$ cat config.mk
export PLATFORM = sky130hd
export DESIGN_NAME = vending_machine_param
export DESIGN_NICKNAME = d
export VERILOG_FILES = /design/src/rtl/vending_pkg.sv /design/src/rtl/vm_coin_decode.sv /design/src/rtl/vending_machine_param.sv
export SDC_FILE = /design/constraint.sdc
export NUM_CORES = 1
export LEC_CHECK = 0
export ABC_AREA = 1
export CAP_MARGIN = 20
export CORE_ASPECT_RATIO = 0.7
export CORE_MARGIN = 5
export CORE_UTILIZATION = 35
export DETAILED_ROUTE_END_ITERATION = 6
export GPL_ROUTABILITY_DRIVEN = 0
export PLACE_DENSITY = 0.55
export SLEW_MARGIN = 20
export SYNTH_ARGS = -nofsm -noshare
export SYNTH_HDL_FRONTEND = slang
export SYNTH_SLANG_ARGS = --single-unit
export TNS_END_PERCENT = 20
$ cat constraint.sdc
create_clock -name clk -period 5.4 [get_ports clk]
set_input_delay 0.81 -clock clk [delete_from_list [all_inputs] [get_ports clk]]
set_output_delay 0.81 -clock clk [all_outputs]
set_load 0.02 [all_outputs]
$ cat src/rtl/vending_pkg.sv
// Shared definitions for the parameterised vending machine.
// State encoding, coin codes and the credit unit value of each coin.
// Purely declarative: no logic and no latency of its own.
package vending_pkg;

  // FSM state encoding
  localparam logic [1:0] ST_IDLE    = 2'd0;
  localparam logic [1:0] ST_COLLECT = 2'd1;
  localparam logic [1:0] ST_VEND    = 2'd2;
  localparam logic [1:0] ST_CHANGE  = 2'd3;

  // Coin codes, used on both the coin input and the change output
  localparam logic [1:0] COIN_NONE  = 2'b00;
  localparam logic [1:0] COIN_5     = 2'b01;
  localparam logic [1:0] COIN_10    = 2'b10;

  // Credit value of each coin, in 5-rs units
  localparam logic [1:0] COIN_5_UNITS  = 2'd1;
  localparam logic [1:0] COIN_10_UNITS = 2'd2;

endpackage

$ cat src/rtl/vm_coin_decode.sv
// Coin code decoder: maps a 2-bit coin code to its unit value and an illegal flag.
// Latency: purely combinational, zero cycles.
// No backpressure; illegal codes decode to value 0 with o_illegal set.
module vm_coin_decode
  import vending_pkg::*;
(
  input  logic [1:0] i_coin,
  output logic [1:0] o_value,
  output logic       o_illegal
);

  // Decode the coin code; anything other than a 5 or 10 coin is illegal
  always_comb begin
    o_value   = 2'd0;
    o_illegal = 1'b0;
    case (i_coin)
      COIN_5:  o_value = COIN_5_UNITS;
      COIN_10: o_value = COIN_10_UNITS;
      default: o_illegal = 1'b1;
    endcase
  end

endmodule

$ cat src/rtl/vending_machine_param.sv
// Parameterised vending machine: collects 5/10 coins, vends at PRICE, refunds change coin by coin.
// Latency: every output is registered; an accepted coin shows in credit one cycle later.
// Coins offered while busy, illegal, cancelled or overflowing are returned via a one-cycle coin_reject.
module vending_machine_param
  import vending_pkg::*;
#(
  parameter int PRICE      = 3,
  parameter int MAX_CREDIT = 7,
  parameter int CREDIT_W   = 4
) (
  input  logic                clk,
  input  logic                rst,
  input  logic                coin_valid,
  input  logic [1:0]          coin,
  input  logic                cancel,
  output logic                vend,
  output logic                change_valid,
  output logic [1:0]          change_coin,
  output logic                coin_reject,
  output logic [CREDIT_W-1:0] credit,
  output logic                busy
);

  // One extra bit so credit + coin can never wrap before the overflow compare
  localparam int SUM_W = CREDIT_W + 1;
  localparam logic [SUM_W-1:0] LP_PRICE   = SUM_W'(PRICE);
  localparam logic [SUM_W-1:0] LP_MAX     = SUM_W'(MAX_CREDIT);
  localparam logic [SUM_W-1:0] LP_UNITS_5  = SUM_W'(COIN_5_UNITS);
  localparam logic [SUM_W-1:0] LP_UNITS_10 = SUM_W'(COIN_10_UNITS);

  logic [1:0]          r_state;
  logic [CREDIT_W-1:0] r_credit;
  logic                r_vend;
  logic                r_change_valid;
  logic [1:0]          r_change_coin;
  logic                r_coin_reject;
  logic                r_busy;

  logic [1:0]       w_value;
  logic             w_illegal;
  logic [SUM_W-1:0] w_credit_ext;
  logic [SUM_W-1:0] w_value_ext;
  logic [SUM_W-1:0] w_sum;
  logic [SUM_W-1:0] w_chg_units;
  logic             w_state_busy;
  logic             w_reject;
  logic             w_accept;
  logic [1:0]       w_state_nxt;
  logic [SUM_W-1:0] w_credit_nxt;
  logic [1:0]       w_change_coin_nxt;

  vm_coin_decode u_decode (
    .i_coin    (coin),
    .o_value   (w_value),
    .o_illegal (w_illegal)
  );

  assign w_credit_ext = {1'b0, r_credit};
  assign w_value_ext  = {{(SUM_W-2){1'b0}}, w_value};
  assign w_sum        = w_credit_ext + w_value_ext;
  assign w_state_busy = (r_state == ST_VEND) || (r_state == ST_CHANGE);

  // Change is paid largest coin first
  assign w_chg_units  = (w_credit_ext >= LP_UNITS_10) ? LP_UNITS_10 : LP_UNITS_5;

  // A simultaneous cancel always bounces the coin, even in states where cancel itself is ignored
  assign w_reject = coin_valid && (w_illegal || w_state_busy || cancel || (w_sum > LP_MAX));
  assign w_accept = coin_valid && !w_reject;

  // Next state and next credit
  always_comb begin
    w_state_nxt  = r_state;
    w_credit_nxt = w_credit_ext;
    case (r_state)
      ST_IDLE: begin
        if (w_accept) begin
          w_credit_nxt = w_value_ext;
          w_state_nxt  = (w_value_ext >= LP_PRICE) ? ST_VEND : ST_COLLECT;
        end
      end
      ST_COLLECT: begin
        // Credit in COLLECT is always non-zero, so a refund has at least one coin to pay
        if (cancel) begin
          w_state_nxt = ST_CHANGE;
        end else if (w_accept) begin
          w_credit_nxt = w_sum;
          w_state_nxt  = (w_sum >= LP_PRICE) ? ST_VEND : ST_COLLECT;
        end
      end
      ST_VEND: begin
        w_credit_nxt = w_credit_ext - LP_PRICE;
        w_state_nxt  = (w_credit_ext == LP_PRICE) ? ST_IDLE : ST_CHANGE;
      end
      ST_CHANGE: begin
        w_credit_nxt = w_credit_ext - w_chg_units;
        w_state_nxt  = (w_credit_ext == w_chg_units) ? ST_IDLE : ST_CHANGE;
      end
      default: begin
        w_state_nxt  = ST_IDLE;
        w_credit_nxt = '0;
      end
    endcase
  end

  // The change coin shown in a CHANGE cycle is chosen from the credit held in that cycle
  always_comb begin
    w_change_coin_nxt = COIN_NONE;
    if (w_state_nxt == ST_CHANGE) begin
      w_change_coin_nxt = (w_credit_nxt >= LP_UNITS_10) ? COIN_10 : COIN_5;
    end
  end

  // State, credit and all outputs registered together; reset discards any held credit
  always_ff @(posedge clk or posedge rst) begin
    if (rst) begin
      r_state        <= ST_IDLE;
      r_credit       <= '0;
      r_vend         <= 1'b0;
      r_change_valid <= 1'b0;
      r_change_coin  <= COIN_NONE;
      r_coin_reject  <= 1'b0;
      r_busy         <= 1'b0;
    end else begin
      r_state        <= w_state_nxt;
      r_credit       <= w_credit_nxt[CREDIT_W-1:0];
      r_vend         <= (w_state_nxt == ST_VEND);
      r_change_valid <= (w_state_nxt == ST_CHANGE);
      r_change_coin  <= w_change_coin_nxt;
      r_coin_reject  <= w_reject;
      r_busy         <= (w_state_nxt == ST_VEND) || (w_state_nxt == ST_CHANGE);
    end
  end

  assign vend         = r_vend;
  assign change_valid = r_change_valid;
  assign change_coin  = r_change_coin;
  assign coin_reject  = r_coin_reject;
  assign credit       = r_credit;
  assign busy         = r_busy;

endmodule

# Yosys cells after proc, flatten, opt, wreduce, memory -nomap -nowiden
# Cells that the tools add are included.
[totals]
reg_bits = 12
inputBits = 6
output_inout_bits = 10
[op_classes]
addsub = 3
magnitude_cmp = 5
n_eq_ne = 9
muxes = 17
n_reduce_logical = 10
[op_table]
columns = ["operator", "n"]
rows = [
  ["$mux 2", 10],
  ["$pmux 5 s4", 1],
  ["$eq 2x2->1 const B", 5],
  ["$ge 5x2->1 const B", 2],
  ["$mux 5", 2],
  ["$pmux 2 s4", 1],
  ["$add 4x2->5", 1],
  ["$gt 5x3->1 const B", 1],
  ["$logic_or 1x1->1", 5],
  ["$sub 4x2->5", 1],
  ["$sub 4x2->5 const B", 1],
  ["$eq 2x1->1 const B", 2],
  ["$eq 4x2->1", 1],
  ["$eq 4x2->1 const B", 1],
  ["$ge 4x2->1 const B", 1],
  ["$mux 4", 1],
  ["$pmux 2 s2", 1],
  ["$ge 2x2->1 const B", 1],
  ["$logic_and 1x1->1", 2],
  ["$logic_not 2->1", 1],
  ["$reduce_or 2->1", 1],
  ["$logic_not 1->1", 1],
  ["$mux 1", 1],
]

# Depth between registers and ports, before layout
[depth]
ltp_word = 15
mapped_depth = 18
mapped_depth_nobuf = 18

# Cells and area by module
# A second synthesis with hierarchy kept.
[hier_totals]
cells_unflattened = 137
hier_area_um2 = 996.0
[modules_own_cells]
columns = ["module", "instances", "cells_each", "area_each_um2", "seq_area_each_um2"]
rows = [
  ["vending_machine_param", 1, 133, 963.4, 300.3],
  ["vm_coin_decode", 1, 4, 32.5, 0.0],
]

# Least setup slack after synthesis
# OpenSTA, ideal clock, no wires.
[synth_timing]
kind = "input -> register"
from = "input coin[0]"
to = "register r_change_coin[1], in the netlist change_coin[1]"
setup_time_ns = 0.117
arrival_time_ns = 2.477
setup_slack_ns = 2.807
path_stages = 16
path_cell_list = "inv_1 > ha_1 > inv_1 > nand2_1 > and2_1 > ha_1 > inv_1 > nand2_1 > nand3_1 > and2_4 > nand4_2 > buf_6 > a21oi_1 > nand4_1 > nor2_1 > nor2_1"
[synth_via]
elab_chain_cells = 15
elab_cells_between_ends = 29
cone_classes = "add/sub (1); order compare (4); eq/ne (3); mux (14); reduce/logical (7)"
[synth_rtl]
columns = ["element", "line_no", "rtl"]
rows = [
  ["from (decl)", "vending_machine_param.sv:14", "input logic [1:0] coin,"],
  ["parallel branches: the longest is 14 deep, another holds $add 4x2->5", "--", ""],
  ["$mux 2 (*)", "vending_machine_param.sv:108", "if (w_state_nxt == ST_CHANGE) begin"],
  ["named net w_change_coin_nxt[1]", "vending_machine_param.sv:50", "logic [1:0] w_change_coin_nxt;"],
  ["to (signal assigned)", "vending_machine_param.sv:128", "r_change_coin <= w_change_coin_nxt;"],
  ["to (decl)", "vending_machine_param.sv:35", "logic [1:0] r_change_coin;"],
]
# Mark *: on every way through the listed nets, which the timed path passes.

# Final worst setup path
# Same ends and word-level chain as after synthesis.

==> summary.txt <==
Status
  • Run status: finished clean

Global route
  • Largest net degree at the start of global routing: 12
  • Vias in the first global route: slightly above 900
  • Total track usage: 13.25%
  • Overflow after GRT: 0
  • Global-route wire length before repair: ~4 mm
  • Initial antenna violation count: 0

Critical path
  • Crit-path slowest cell: clkdlybuf4s50_1
  • Worst reg2reg path depth: 12
  • Worst setup path end: change_coin[1]
  • CP bufs+invs: 4
  • Reg-to-Reg End: change_coin[1]
  • Critical Path RT: between 5000 and 6000 ps
  • Critical Path Fanout Max: 11
  • Reg2reg setup slack: a little under 3000 ps
  • Most used cell, CP: inv_1
  • CP Launch Point: coin[0]
  • Crit. End Element: flip-flop
  • Family with the most delay on the worst path: simple AND/OR/NAND/NOR gates
  • Crit path largest cell delay: about 480 ps
  • Worst EP arrival: ~3300 ps
  • CP startpoint kind: input pin
  • Worst r2r src: credit[1]
  • CP Depth: 16
  • Critical path class: input pin to flip-flop
  • CP Cell Sequence: clkdlybuf4s50_1, inv_1, ha_1, inv_1, nand2_1, and2_1, ha_1, inv_1, nand2_1, nand3_1, and2_4, nand4_2, a21oi_1, nand4_1, nor2_1, nor2_1

Detailed routing
  • Drt first pass iters: 4
  • Antenna viol nets, final: 0
  • Number of vias per cell: 4.922
  • WL per Instance: about 13 um
  • Vias: just over 1000
  • DRC Markers: 0
  • Iteration-0 DRC count of the detailed router: 38
  • Drt total wl: 2.599 mm

Logic synthesis
  • Syn Area/Cell: ~6.6 um^2
  • Largest family of logic cells by synthesized area: simple AND/OR/NAND/NOR gates
  • Synth Instances: between 150 and 200
  • Yosys top cell by area: dfrtp_1
  • Synth Area in Adders: 9.864%
  • Post-synth ARST share: 100.0%
  • Post-Synth Simple-Gate Area: 39.83%
  • Net count after synthesis: ~170
  • Netlist cell types: 25
  • Cell Area, Synth: around 1000 um^2
  • EDFF count, synth: 0
  • Top FF cell, synth: dfrtp_1
  • Mux contribution to synthesized area: 0%
  • Total number of yosys warnings: 0
  • Synth Area in Compound Gates: around a tenth
  • Synth top area cells: dfrtp_1 (27%), nand2_1 (14%), nand3_1 (10%)
  • Sequential element share of the synthesized area: 27.13%
  • Synth top area share: 27.13%
  • Synth Area in XOR/XNOR: 0%
  • Flops & latches, synth: 11

Placement
  • Setup WS pre-CTS: between 2000 and 2500 ps
  • Cells after DPL: between 200 and 250
  • Count of input and output buffers: 15
  • DP HPWL: around 2.1 mm

Cells and area
  • Layout cells sized above 1: under 10%
  • Most frequent cells in the layout: nand2_1 (37), inv_1 (26), nand3_1 (21), clkdlybuf4s50_1 (15), nor2_1 (13)
  • Nets@finish: 184
  • N_diodes: 0
  • Layout area overhead: 20.96%
  • Final Non-Filler Cells: about 210
  • Most common cell after layout, fill and taps aside: nand2_1

Power
  • Pwr Total: ~0.78 mW
  • Worst-case vdd ir drop: 216.3 uV
  • LEAKAGE: around 0.65 nW
  • PD cells: around 630 nW/um^2

Die
  • I/O pin total: 16
  • Die width: about 74 um
  • Starting Density: a little over a third
  • Row count: 16
  • Die Span Y: around 55 um
  • Die ar.: 4093 um^2
  • Core area: 2783 um^2

CTS
  • Worst-path clk slew: about 50 ps
  • CTS Hold Bufs: 0
  • Post-cts gate resize count: 0
  • Latest clock arrival within the worst-skew pair: 230 ps
  • CTS root buf: clkbuf_8
  • CTS tree: built
  • H-tree Lvls: 1
  • CTS max path bufs: 2
  • CTS sink cnt: 11
  • Post CTS Setup Buffer Count: 0
  • Number of buffers created by CTS: 3

STA
  • Hold Vio Cnt, Final: 0
  • Final min period: around 3200 ps
  • Unrepaired setup endpoints after global routing: no
  • FMAX: around 0.32 GHz
  • Slew Limit Fails: 0
  • Final period utilization: approximately three fifths
  • Worst Max-Slew Pin Slew: between 400 and 500 ps
  • Worst hold slack: a little under 700 ps
  • Slew headroom: a little under three quarters
  • Setup TNS Final: 0 ps
  • Clock Skew: between 3 and 4 ps
  • Final setup margin: 2236 ps
  • Final setup vio count: 0

Job
  • Max-cap viol count: 0

Min path
  • Worst min-delay path class: flip-flop to flip-flop
-- cells in the mapped netlist, types with 2 or more instances --
cell      n
o21ai_0   4
nand2_1  37
ha_1      8
nor2_2    2
nor2_1   13
a21oi_1  10
buf_6     2
nand4_1   3
nand3_2   3
nand3_1  21
dfrtp_1  11
inv_1    26
-- layout make-up --
class                   count  area (um^2)
inverters                  27        101.3
clock buffers               4        45.04
multi-input cells         112        610.6
repair buffers             15        150.1
flip-flops and latches     11        275.3
fillers                   286         1555
well taps                  36        45.04
-- worst min-delay path by stage --
stage | start | end | slack (ps) | cells after the start
finish | r_state[0] | credit[0] | 690 | 3
detailed placement | r_state[0] | credit[0] | 670 | 3
CTS | r_state[0] | credit[0] | 690 | 3
floorplan | r_state[0] | credit[0] | 600 | 3
global route | r_state[0] | credit[0] | 750 | 3
global placement | r_state[0] | credit[0] | 680 | 3
-- registers in the layout (all words and copies together), names as in the netlist --
name	cells
change_coin	2
coin_reject	1
credit	4
vend	1
busy	1
change_valid	1
r_state	1
-- cell families (layout without fill, tap and decap cells) --
group	count (synthesis)	after routing
AO/OA/AOI/OAI	19	19
adder cells (fa/ha/maj)	8	8
buffers and inverters	30	46
flip-flops	11	11
AND/OR/NAND/NOR	85	85
-- routing by layer --
layer | routed length [um] | track usage, % | vias up
met1 | 1285 | 17.44 | 461
met2 | 1169 | 22.50 | 19
li1 | - | - | 527
met4 | 12 | 2.663 | 0
met3 | 131 | 3.069 | 2
met5 | 0 | 0 | -
-- tightest hold or removal path, delay by kind of cell, from the launching register on --
kind	cells	cell delay [ps]
flip-flops	1	370
AND/OR/NAND/NOR	3	270
-- where the power goes --
| group | leakage [nW] | switching (mW) | total [mW] | internal (mW) |
|---|---|---|---|---|
| clock network | 0.0228 | 0.0288 | 0.0805 | 0.0517 |
| logic | 0.492 | 0.316 | 0.512 | 0.196 |
| registers | 0.136 | 0.0622 | 0.184 | 0.122 |
| total | 0.651 | 0.407 | 0.777 | 0.370 |
-- per-stage QoR --
step	util, %	instance area (um^2)
after floorplan	-	1015
after detailed placement	42.49	1182
after CTS	44.11	1227
after global routing	44.11	1227
final	44.11	1227
after global placement	42.49	1182
No activity file was read; power rests on OpenSTA's default activity.
